**src/rtl/chunk_serial_adder_pkg.sv**
```systemverilog
// -----------------------------------------------------------------------------
// chunk_serial_adder_pkg
//   Shared definitions for the chunk-serial adder/subtractor:
//   - state_t : controller states
//   - clog2   : ceiling log2 used to size the chunk counter
//   - cfg_ok  : legality of a WIDTH/CHUNK pair, checked at elaboration
// -----------------------------------------------------------------------------
package chunk_serial_adder_pkg;

  typedef enum logic [1:0] {
    IDLE = 2'd0,
    RUN  = 2'd1,
    DONE = 2'd2
  } state_t;

  function automatic int clog2(input int value);
    int r;
    r = 0;
    for (int v = value - 1; v > 0; v = v >> 1) begin
      r++;
    end
    return r;
  endfunction

  function automatic bit cfg_ok(input int width, input int chunk);
    return (chunk >= 1) && (chunk <= width) && ((width % chunk) == 0);
  endfunction

endpackage

```
**src/rtl/chunk_serial_adder_fa_chunk.sv**
```systemverilog
// -----------------------------------------------------------------------------
// fa_chunk
//   Combinational CHUNK-bit ripple of propagate/generate full-adder cells.
//   Ports:
//     a, b   in  CHUNK  operand slices
//     cin    in  1      carry into bit 0
//     s      out CHUNK  slice sum
//     cout   out 1      carry out of the top cell
//     c_msb  out 1      carry into the top cell (used for signed overflow)
// -----------------------------------------------------------------------------
module fa_chunk #(
  parameter int CHUNK = 4
) (
  input  logic [CHUNK-1:0] a,
  input  logic [CHUNK-1:0] b,
  input  logic             cin,
  output logic [CHUNK-1:0] s,
  output logic             cout,
  output logic             c_msb
);

  logic c_run;
  logic p;
  logic g;

  always_comb begin
    s     = '0;
    c_msb = 1'b0;
    c_run = cin;
    p     = 1'b0;
    g     = 1'b0;
    for (int i = 0; i < CHUNK; i++) begin
      p    = a[i] ^ b[i];
      g    = a[i] & b[i];
      s[i] = p ^ c_run;
      if (i == CHUNK - 1) begin
        c_msb = c_run;
      end
      c_run = g | (p & c_run);
    end
    cout = c_run;
  end

endmodule

```
**src/rtl/chunk_serial_adder.sv**
```systemverilog
// -----------------------------------------------------------------------------
// chunk_serial_adder
//   Multi-cycle WIDTH-bit adder/subtractor, CHUNK bits per clock, with a carry
//   flop between chunks. Latency WIDTH/CHUNK cycles, start/busy/done handshake.
//   Ports:
//     clk    in   1      clock, rising edge
//     rst    in   1      synchronous active-high reset
//     start  in   1      request, honoured only while not busy
//     sub    in   1      0: a+b+cin, 1: a-b
//     a, b   in   WIDTH  operands, captured on accepted start
//     cin    in   1      carry-in for add
//     busy   out  1      operation in progress
//     done   out  1      one-cycle pulse when results update
//     sum    out  WIDTH  result, held until next completion
//     cout   out  1      carry out of MSB (sub: 1 = no borrow)
//     ovf    out  1      signed overflow
// -----------------------------------------------------------------------------
module chunk_serial_adder
  import chunk_serial_adder_pkg::*;
#(
  parameter int WIDTH = 16,
  parameter int CHUNK = 4
) (
  input  logic             clk,
  input  logic             rst,
  input  logic             start,
  input  logic             sub,
  input  logic [WIDTH-1:0] a,
  input  logic [WIDTH-1:0] b,
  input  logic             cin,
  output logic             busy,
  output logic             done,
  output logic [WIDTH-1:0] sum,
  output logic             cout,
  output logic             ovf
);

  localparam int NCH = WIDTH / CHUNK;
  localparam int CW  = (clog2(NCH) < 1) ? 1 : clog2(NCH);

  if (!cfg_ok(WIDTH, CHUNK)) begin : g_bad_cfg
    $error("chunk_serial_adder: WIDTH must be a multiple of CHUNK, CHUNK >= 1");
  end

  state_t           state_q, state_d;
  logic [CW-1:0]    cnt_q, cnt_d;
  logic [WIDTH-1:0] a_sh_q, a_sh_d;
  logic [WIDTH-1:0] b_sh_q, b_sh_d;
  logic             carry_q, carry_d;
  logic [WIDTH-1:0] psum_q, psum_d;
  logic [WIDTH-1:0] sum_q, sum_d;
  logic             cout_q, cout_d;
  logic             ovf_q, ovf_d;

  logic [CHUNK-1:0] ch_s;
  logic             ch_cout;
  logic             ch_cmsb;
  logic [WIDTH-1:0] psum_next;
  logic             last_chunk;

  fa_chunk #(.CHUNK(CHUNK)) u_fa (
    .a     (a_sh_q[CHUNK-1:0]),
    .b     (b_sh_q[CHUNK-1:0]),
    .cin   (carry_q),
    .s     (ch_s),
    .cout  (ch_cout),
    .c_msb (ch_cmsb)
  );

  // New chunk enters at the top; after NCH chunks the LSB chunk sits at bit 0.
  assign psum_next  = (psum_q >> CHUNK) | (WIDTH'(ch_s) << (WIDTH - CHUNK));
  assign last_chunk = (cnt_q == CW'(NCH - 1));

  always_comb begin
    state_d = state_q;
    cnt_d   = cnt_q;
    a_sh_d  = a_sh_q;
    b_sh_d  = b_sh_q;
    carry_d = carry_q;
    psum_d  = psum_q;
    sum_d   = sum_q;
    cout_d  = cout_q;
    ovf_d   = ovf_q;
    case (state_q)
      IDLE, DONE: begin
        if (start) begin
          state_d = RUN;
          cnt_d   = '0;
          a_sh_d  = a;
          b_sh_d  = b ^ {WIDTH{sub}};
          carry_d = sub ? 1'b1 : cin;
          psum_d  = '0;
        end else begin
          state_d = IDLE;
        end
      end
      RUN: begin
        a_sh_d  = a_sh_q >> CHUNK;
        b_sh_d  = b_sh_q >> CHUNK;
        carry_d = ch_cout;
        psum_d  = psum_next;
        cnt_d   = cnt_q + CW'(1);
        if (last_chunk) begin
          state_d = DONE;
          cnt_d   = '0;
          sum_d   = psum_next;
          cout_d  = ch_cout;
          ovf_d   = ch_cout ^ ch_cmsb;
        end
      end
      default: state_d = IDLE;
    endcase
  end

  always_ff @(posedge clk) begin
    if (rst) begin
      state_q <= IDLE;
      cnt_q   <= '0;
      a_sh_q  <= '0;
      b_sh_q  <= '0;
      carry_q <= 1'b0;
      psum_q  <= '0;
      sum_q   <= '0;
      cout_q  <= 1'b0;
      ovf_q   <= 1'b0;
    end else begin
      state_q <= state_d;
      cnt_q   <= cnt_d;
      a_sh_q  <= a_sh_d;
      b_sh_q  <= b_sh_d;
      carry_q <= carry_d;
      psum_q  <= psum_d;
      sum_q   <= sum_d;
      cout_q  <= cout_d;
      ovf_q   <= ovf_d;
    end
  end

  assign busy = (state_q == RUN);
  assign done = (state_q == DONE);
  assign sum  = sum_q;
  assign cout = cout_q;
  assign ovf  = ovf_q;

endmodule

```
**config.mk**
```make
export PLATFORM = sky130hd
export DESIGN_NAME = chunk_serial_adder
export DESIGN_NICKNAME = d
export VERILOG_FILES = /design/src/rtl/chunk_serial_adder_pkg.sv /design/src/rtl/chunk_serial_adder_fa_chunk.sv /design/src/rtl/chunk_serial_adder.sv
export SDC_FILE = /design/constraint.sdc
export NUM_CORES = 1
export LEC_CHECK = 0
export BUFFER_PORTS_ARGS = -buffer_cell sky130_fd_sc_hd__clkbuf_2
export CAP_MARGIN = 25
export CORE_ASPECT_RATIO = 0.5
export CORE_UTILIZATION = 40
export DETAILED_ROUTE_END_ITERATION = 8
export GPL_TIMING_DRIVEN = 0
export PLACE_DENSITY = 0.72
export SYNTH_ARGS = -nofsm -noshare
export SYNTH_HDL_FRONTEND = slang
export SYNTH_HIERARCHICAL = 1
export SYNTH_SLANG_ARGS = --single-unit
```
**constraint.sdc**
```tcl
create_clock -name clk -period 3.05 [get_ports clk]
set_input_delay 0.1525 -clock clk [delete_from_list [all_inputs] [get_ports clk]]
set_output_delay 0.1525 -clock clk [all_outputs]
set_load 0.05 [all_outputs]
```
==> flow_summary.ini <==
[run_status]
status = completed

[yosys]
synth_top_cell_area_share_pct = 47.3
ys_ff_latch = 67
synthAdderAreaFrac_pct = 3.26
synthFlopType = dfxtp_1
synth.distinct_cells = 27
synth_top_family_by_area = compound AO/OA/AOI/OAI gates
yosysSeqAreaShare_pct = 47.3
ys_warn_count = 6
syn_area_um2 = 2840
syn_inst = 334
synth_edf_count = 0
synth-async-reset-ratio_pct = 0
synth_area_leaders = dfxtp_1 (47%), a21oi_1 (11%), nand3_1 (8.1%), nand2_1 (7.4%), a22oi_1 (6.4%)
mappedNetlistNets = 376
muxShareOfSynthArea_pct = 0
yosys.area_share.xor_xnor_pct = 5.25
yosys.area_share.simple_pct = 17.9
synth_compound_area_share_pct = 18.4
synth_area_leader_cell = dfxtp_1
syn_area_per_cell_um2 = 8.49
synth_commonest_cells = dfxtp_1 (67), a21oi_1 (62), nand2_1 (56)
yosysMostFrequentCell = dfxtp_1

[timing]
hold_slack_ns = 0.0360
setup_slack_ns = 0.755
hold_violations = 0
finalMaxSlewViolations = 0
max_freq_ghz = 0.436
fin_worst_skew_ns = 0.00747
tightestPinTransition_ns = 0.583
min_period_ns = 2.30
grt_setup_unrepaired = no
setup_violations = 0
finalCritPeriodShare_pct = 75.2
slew_headroom_pct = 61.1
fin_setup_tns_ns = 0

[floorplanning]
dieArea_um2 = 7450
row_count = 21
io_pins = 57
die_x_um = 121
dieHeight_um = 61.5
initial_utilization_pct = 41.8
core_area_um2 = 6780

[min_path]
holdPathStages = 3
hold_start = a[15]
hold_class = in -> reg

[global_route]
grt_max_degree = 13
antenna_found_initial = 0
grt_pass1_vias = 2213
grt_pass1_wl_um = 10500
grt_overflow_total = 0
grt_use_total_pct = 19.0

[final_layout]
final_util_pct = 52.4
num_antenna_cells = 0
nets = 441
drive_gt1_share_pct = 23.0
syn2layout_area_growth_pct = 25.1

[critical_path]
setup.worst_path.start = a_sh_q[0]$_SDFFE_PP0P_
crit_path_end_kind = flip-flop
cp-start-kind = flip-flop
r2r-start = a_sh_q[0]$_SDFFE_PP0P_
worstPathArrival_ns = 2.52
cp_data_required_time_ns = 3.27
slowest_delay_ns = 0.42
critical_path_class = reg -> reg
cpMaxStageDelayCell = fa_1
crit_fanout = 3
crit_chain = inv_1, fa_1, inv_1, fa_1, inv_1, fa_1, inv_1, fa_1, xnor2_1, a211oi_1
rr_worst_depth = 10

[routing]
drc = 0
dr.pass1.iters = 4
wl_per_cell_um = 13.6
viasPerCell = 5.11
ant_nets = 0
wirelength_um = 6750
drt_iter0_drc = 202
num_vias = 2537

[power_and_ir_drop]
p_sw_share_pct = 23.9
p_leak_uw = 0.00142
seqPwrFrac_pct = 40.9
total_power_uw = 2290
peakVddDrop_uv = 296
internal_power_uw = 1740
power.switching_uw = 549
pwr-share-clk_pct = 48.8
p_comb_share_pct = 10.3
p_per_area_nw_per_um2 = 646

[cts]
ctsHoldBuffers = 0
cts_setup_buffers = 0
worst_skew_pair.late_latency_ns = 0.33
ctsHtreeMaxLevel = 3
numCtsBuffers = 9
cts_root_buffer = clkbuf_16
clock_sinks = 67
cts_tree = built
cts_resized = 0
clockBufferDepth = 2
cts.clk_slew.worst_paths_ns = 0.06

[placed_design]
pre_cts_slack_ns = 0.795
dp_hpwl_um = 4670
portBuffers = 54
globalplace.congestion = 0.745

[job]
drv_cap = 0
## final timing paths
path	to	slack, ns
setup / recovery	ovf$_SDFFE_PP0P_	0.75
hold / removal	a_sh_q[15]$_SDFFE_PP0P_	0.04
setup reg to reg	ovf$_SDFFE_PP0P_	0.75
hold reg to reg	sum[1]$_SDFFE_PP0P_	0.45
## cell type report
cell class              count  area (µm²)
plain buffers              30         181
clock buffers              10         239
multi-input cells         226        1270
clock inverters             6        88.8
inverters                  11        41.3
well taps                  92         115
flip-flops and latches     67        1340
fillers                   658        3230
repair buffers             54         270
## routing by layer
| metal | up-vias | GRT usage (%) | routed length, µm |
|---|---|---|---|
| li1 | 1273 | - | - |
| met1 | 1182 | 25.8 | 3320 |
| met2 | 72 | 28.6 | 2950 |
| met3 | 10 | 6.48 | 380 |
| met4 | 0 | 6.53 | 95 |
| met5 | - | 0 | 0 |
## critical path, delay by kind of cell (launching register included)
family / cells / cell delay [ns]
adder cells (fa/ha/maj): 4 / 1.18
XOR/XNOR: 1 / 0.09
AO/OA/AOI/OAI: 1 / 0.27
flip-flops: 1 / 0.34
buffers and inverters: 4 / 0.30
## cell usage in the layout, fill, tap and decap left out, drive strengths merged, types with 11 or more instances in the layout
master  instances
inv            11
clkbuf         74
a22oi          24
nand3          46
nand2          56
xor2           16
a21oi          62
dfxtp          67
buf            20
## flip-flops by register name, indices dropped and copies added, names as in the netlist
| signal | count |
|---|---|
| state_q | 2 |
| b_sh_q | 16 |
| ovf | 1 |
| psum_q | 12 |
| a_sh_q | 16 |
| sum | 16 |
| cnt_q | 2 |
| cout | 1 |
| carry_q | 1 |
## metrics by stage
| stage | instance area [µm²] | std cells |
|---|---|---|
| 6_report | 3550 | 496 |
| 5_1_grt | 3550 | 496 |
| 4_1_cts | 3550 | 496 |
| 3_5_place_dp | 3220 | 480 |
| 3_3_place_gp | 3220 | 480 |
| 2_1_floorplan | 2840 | 334 |
## cells by family (layout without fill, tap and decap cells)
group | Yosys count | count (layout)
XOR/XNOR | 17 | 17
adder cells (fa/ha/maj) | 5 | 5
AO/OA/AOI/OAI | 91 | 91
AND/OR/NAND/NOR | 113 | 113
flip-flops | 67 | 67
buffers and inverters | 41 | 111
## power by group through the flow
| stage | clock network, µW | logic, µW | registers [µW] |
|---|---|---|---|
| 2_1_floorplan | 0 | 163 | 951 |
| 3_3_place_gp | 0 | 231 | 956 |
| 4_1_cts | 1130 | 235 | 938 |
| 5_1_grt | 1170 | 262 | 943 |
| 6_report | 1120 | 235 | 939 |
| 3_5_place_dp | 0 | 233 | 957 |
Power figures use the tool's default switching activity.
